==> config.mk <==
export PLATFORM = sky130hd
export DESIGN_NAME = dromajo_ram_ctrl
export DESIGN_NICKNAME = d
export VERILOG_FILES = /design/src/rtl/dromajo_ram_ctrl.sv
export SDC_FILE = /design/constraint.sdc
export NUM_CORES = 1
export LEC_CHECK = 0
export ABC_CLOCK_PERIOD_IN_PS = 5100
export CORE_AREA = 5 5 143 145
export CTS_CLUSTER_SIZE = 25
export DETAILED_ROUTE_END_ITERATION = 12
export DIE_AREA = 0 0 148 150
export GPL_TIMING_DRIVEN = 0
export PLACE_DENSITY_LB_ADDON = 0.15
export SYNTH_ARGS = -nofsm -noshare
export SYNTH_HDL_FRONTEND = slang
export SYNTH_SLANG_ARGS = --single-unit
export TNS_END_PERCENT = 100
==> constraint.sdc <==
create_clock -name Clk_CI -period 5.1 [get_ports Clk_CI]
set_clock_uncertainty 0.1 [all_clocks]
set_input_delay 1.275 -clock Clk_CI [delete_from_list [all_inputs] [get_ports Clk_CI]]
set_output_delay 1.275 -clock Clk_CI [all_outputs]
set_load 0.005 [all_outputs]
==> src/rtl/dromajo_ram_ctrl.sv <==
// Request/response front-end for a 64-bit single-port RAM with optional zero-fill sweep.
// Define DROMAJO_RAM_CTRL_INIT_EN to zero the whole RAM after every reset before accepting requests.
module dromajo_ram_ctrl #(
    parameter int ADDR_WIDTH = 10,
    parameter int DATA_DEPTH = 1024,
    parameter int OUT_REGS   = 0
) (
    input  logic                  Clk_CI,
    input  logic                  Rst_RBI,
    input  logic                  ReqValid_SI,
    output logic                  ReqReady_SO,
    input  logic                  ReqWrEn_SI,
    input  logic [7:0]            ReqBEn_SI,
    input  logic [63:0]           ReqWrData_DI,
    input  logic [ADDR_WIDTH-1:0] ReqAddr_DI,
    output logic                  RspValid_SO,
    input  logic                  RspReady_SI,
    output logic [63:0]           RspData_DO,
    output logic                  RamCSel_SO,
    output logic                  RamWrEn_SO,
    output logic [7:0]            RamBEn_SO,
    output logic [63:0]           RamWrData_DO,
    output logic [ADDR_WIDTH-1:0] RamAddr_DO,
    input  logic [63:0]           RamRdData_DI,
    output logic                  InitDone_SO
);

    localparam int L  = 1 + OUT_REGS;
    localparam int D  = L + 1;
    localparam int PW = $clog2(D);
    localparam int CW = $clog2(D + 1);
`ifdef DROMAJO_RAM_CTRL_INIT_EN
    localparam logic INIT_EN = 1'b1;
`else
    localparam logic INIT_EN = 1'b0;
`endif

    typedef enum logic {S_INIT, S_RUN} state_t;

    state_t                r_state;
    logic [ADDR_WIDTH-1:0] r_init_addr;
    logic                  r_init_done;
    logic [L-1:0]          r_vld_pipe;
    logic [63:0]           r_fifo [D];
    logic [PW-1:0]         r_wr_ptr;
    logic [PW-1:0]         r_rd_ptr;
    logic [CW-1:0]         r_cnt;

    logic          w_run;
    logic [CW-1:0] w_inflight;
    logic          w_rd_room;
    logic          w_ready;
    logic          w_rd_fire;
    logic          w_push;
    logic          w_pop;

    function automatic logic [PW-1:0] f_inc(input logic [PW-1:0] p);
        return (p == PW'(D - 1)) ? '0 : p + 1'b1;
    endfunction

    always_comb begin
        w_inflight = '0;
        for (int i = 0; i < L; i++)
            w_inflight = w_inflight + CW'(r_vld_pipe[i]);
    end

    // Reads only enter when every in-flight read already owns a FIFO slot,
    // so a maturing read can never find the FIFO full.
    assign w_run     = (r_state == S_RUN);
    assign w_rd_room = ((CW+1)'(w_inflight) + (CW+1)'(r_cnt)) < (CW+1)'(D);
    assign w_ready   = w_run & (ReqWrEn_SI | w_rd_room);
    assign w_rd_fire = ReqValid_SI & w_ready & ~ReqWrEn_SI;
    assign w_push    = r_vld_pipe[L-1];
    assign w_pop     = (r_cnt != '0) & RspReady_SI;

    assign ReqReady_SO  = Rst_RBI & w_ready;
    assign RamCSel_SO   = Rst_RBI & (w_run ? (ReqValid_SI & w_ready) : 1'b1);
    assign RamWrEn_SO   = Rst_RBI & (w_run ? ReqWrEn_SI : 1'b1);
    assign RamBEn_SO    = !Rst_RBI ? 8'h00 : (w_run ? ReqBEn_SI : 8'hFF);
    assign RamWrData_DO = (Rst_RBI && w_run) ? ReqWrData_DI : 64'h0;
    assign RamAddr_DO   = !Rst_RBI ? '0 : (w_run ? ReqAddr_DI : r_init_addr);
    assign RspValid_SO  = Rst_RBI & (r_cnt != '0);
    assign RspData_DO   = Rst_RBI ? r_fifo[r_rd_ptr] : 64'h0;
    assign InitDone_SO  = Rst_RBI & r_init_done;

    always_ff @(posedge Clk_CI) begin
        if (!Rst_RBI) begin
            r_state     <= INIT_EN ? S_INIT : S_RUN;
            r_init_done <= ~INIT_EN;
            r_init_addr <= '0;
            r_vld_pipe  <= '0;
            r_wr_ptr    <= '0;
            r_rd_ptr    <= '0;
            r_cnt       <= '0;
            for (int i = 0; i < D; i++)
                r_fifo[i] <= '0;
        end else begin
            case (r_state)
                S_INIT: begin
                    if (r_init_addr == ADDR_WIDTH'(DATA_DEPTH - 1)) begin
                        r_state     <= S_RUN;
                        r_init_done <= 1'b1;
                    end else begin
                        r_init_addr <= r_init_addr + 1'b1;
                    end
                end
                default: r_state <= S_RUN;
            endcase

            r_vld_pipe[0] <= w_rd_fire;
            for (int i = 1; i < L; i++)
                r_vld_pipe[i] <= r_vld_pipe[i-1];

            if (w_push) begin
                r_fifo[r_wr_ptr] <= RamRdData_DI;
                r_wr_ptr         <= f_inc(r_wr_ptr);
            end
            if (w_pop)
                r_rd_ptr <= f_inc(r_rd_ptr);
            if (w_push && !w_pop)
                r_cnt <= r_cnt + 1'b1;
            else if (!w_push && w_pop)
                r_cnt <= r_cnt - 1'b1;
        end
    end

endmodule

==> reports/metrics.csv <==
stage,metric,value,unit
yosys,synth_ff_type,edfxtp_1,
global_routing,use_met2,0.338,
clock_network,cts_tree,done,
timing,rsz0062_at_grt,no,
clock_network,cts.path.max_buffers,2,
critical_path,critPathMaxFanout,10,
critical_path,critPathRequiredTime,3.72,ns
global_routing,grt_antenna_before_repair,1,
clock_network,cts-root-buf,clkbuf_16,
pwr,p_leak,4.40,nW
pwr,power.total,3.43,mW
clock_network,cts_resized,0,
floorplan,core,19100,um^2
yosys,avgSynthCellArea,11.4,um^2
global_routing,first_global_vias,5804,
timing,report.final.slew_viol_count,0,
floorplan,die-area,22200,um^2
pwr,p_sw_frac,0.247,
timing,worst_slack,0.175,ns
cells_and_area,fin_cells,1208,
critical_path,crit_arrival,3.55,ns
global_routing,grt_busiest_layer,met2,
yosys,synthArstFlopShare,0,
global_routing,use_met3,0.0654,
placement,place_worst_setup_slack,0.152,ns
cells_and_area,drive_gt1_frac,0.0619,
cells_and_area,nFillCells,1676,
routing,ant_nets,0,
yosys,synth-edff-count,128,
yosys,syn_area,7230,um^2
yosys,ys_seq_area_frac,0.579,
routing,post_drt_wl_per_cell,18.4,um
timing,worst_slew_pin_slew,0.662,ns
global_routing,grt_max_degree,35,
timing,slew_headroom,0.557,
pwr,peakVddDrop,0.234,mV
critical_path,cp-end-kind,output port,
critical_path,startpoint_type,input port,
routing,drt_wl_total,22200,um
run,maxCapViolations,0,
clock_network,clk_latency,0.41,ns
floorplan,die_h,150,um
cells_and_area,fin_nets,1111,
pwr,combPwrFrac,0.232,
clock_network,clk_pin_slew,0.06,ns
clock_network,holdBufCountCts,0,
timing,setup_violations,0,
floorplan,start_util,0.379,
global_routing,overflow,0,
yosys,yosys.cell_types.count,38,
pwr,power_frac_seq,0.403,
placement,place_inst,1177,
floorplan,die_w,148,um
timing,whs,0.420,ns
yosys,syn_inst,635,
clock_network,htreeDepth,4,
cells_and_area,final_common_cell,clkdlybuf4s50_1,
timing,post-route-min-period,4.92,ns
clock_network,cts_sinks,145,
routing,viasPerCell,4.84,
routing,first_pass_iters,5,
timing,finalHoldViolCount,0,
global_routing,grt_pass1_wl,33100,um
placement,port-buffer-count,301,
routing,vias,5848,
routing,drt_iter0_markers,275,
yosys,yosys_warnings,0,
cells_and_area,seq_area,4180,um^2
critical_path,critPathKind,input port to output port,
floorplan,ios,302,
routing,drc,0,
worst_hold_path,hold_path.class,flip-flop to flip-flop,
clock_network,cts_setup_buffers,0,
cells_and_area,fin_util,0.588,
pwr,power_density,306,nW/um^2
status,outcome,"complete, no violations",
global_routing,globalRouteTotalUtil,0.196,
cells_and_area,layout_common_cells,"clkdlybuf4s50_1 (301), and2_1 (130), edfxtp_1 (128)",
pwr,p_clk_frac,0.365,
global_routing,met1_usage,0.228,
cells_and_area,syn2layout_area_growth,55.1,%
cells_and_area,antennaDiodeCount,0,
cells_and_area,multi_input_area,2800,um^2
placement,gp_congestion,0.841,
timing,fin_crit_sh,0.966,
pwr,p_sw,850,uW
pwr,internal-power,2.59,mW
yosys,synth_nets,788,
placement,place_hpwl,16900,um
floorplan,rows,51,
clock_network,cts_buffers,17,
yosys,synth_seq_cells,145,
timing,max_freq,0.203,GHz
-- synth_stat cells, drive strengths merged, types with 3 or more instances --
cell / n / share of area
a21oi: 15 / 0.010
edfxtp: 128 / 0.53
nand2: 8 / 0.0042
dfxtp: 17 / 0.047
a31oi: 4 / 0.0035
clkbuf: 29 / 0.016
nor3: 5 / 0.0050
nand4: 4 / 0.0055
nand3: 3 / 0.0021
mux2i: 75 / 0.10
and4: 3 / 0.0042
nor2: 82 / 0.043
and3: 68 / 0.059
buf: 21 / 0.014
and2: 130 / 0.11
o21ai: 10 / 0.0069
inv: 12 / 0.0062
xor2: 3 / 0.0036
-- final timing paths --
kind            start          endpoint  slack, ns  cells after the start
max           Rst_RBI  RamWrData_DO[22]       0.18                      5
min          r_rd_ptr          r_rd_ptr       0.42                      2
max reg2reg  r_wr_ptr     r_fifo[1][23]       2.92                      4
min reg2reg  r_rd_ptr          r_rd_ptr       0.42                      2
-- power by group through the flow --
stage	Clock [mW]	Combinational, mW	Sequential, mW
floorplan	0	0.373	1.41
global placement	0	0.795	1.42
detailed placement	0	0.808	1.41
CTS	1.27	0.813	1.38
global route	1.32	0.866	1.39
finish	1.25	0.798	1.38
-- logic make-up after synthesis --
group | share of synthesized area
multiplexers | 0.104
flip-flops | 0.579
AND/OR/NAND/NOR | 0.247
buffers and inverters | 0.0360
AO/OA/AOI/OAI | 0.0263
adder cells (fa/ha/maj) | 0.00346
XOR/XNOR | 0.00485
-- registers in the layout, indices dropped and copies added, names as in the netlist, named ones only --
| name | cells |
|---|---|
| r_fifo | 128 |
| r_vld_pipe | 1 |
| r_state | 1 |
| r_cnt | 2 |
| r_wr_ptr | 1 |
| r_rd_ptr | 1 |
| r_init_addr | 10 |
-- routing by layer --
| layer | up-vias | wire length (um) |
|---|---|---|
| li1 | 2876 | - |
| met1 | 2728 | 8990 |
| met2 | 211 | 10900 |
| met3 | 31 | 1830 |
| met4 | 2 | 493 |
| met5 | - | 13 |
-- layout make-up --
type                            instances  share of cell area
Sequential cell                       145               0.373
Timing Repair Buffer                  304               0.274
Multi-Input combinational cell        428               0.250
Clock buffer                           19              0.0386
Tap cell                              238              0.0266
Buffer                                 50              0.0192
Clock inverter                         12              0.0142
Inverter                               12             0.00402
-- worst max-delay path, cell delays in order --
cell and delay, ns:
clkdlybuf4s50_1 0.72, buf_2 0.36, clkbuf_1 0.37, and3_1 0.30, clkdlybuf4s50_1 0.52
-- stage by stage --
| stage | area, um^2 | setup TNS (ns) |
|---|---|---|
| after floorplan | 7230 | 0 |
| after global routing | 11200 | 0 |
| final | 11200 | 0 |
| after CTS | 11200 | 0 |
| after detailed placement | 10600 | 0 |
| after global placement | 10500 | -111.45 |
Note: power is estimated with default switching activity, not from simulation.
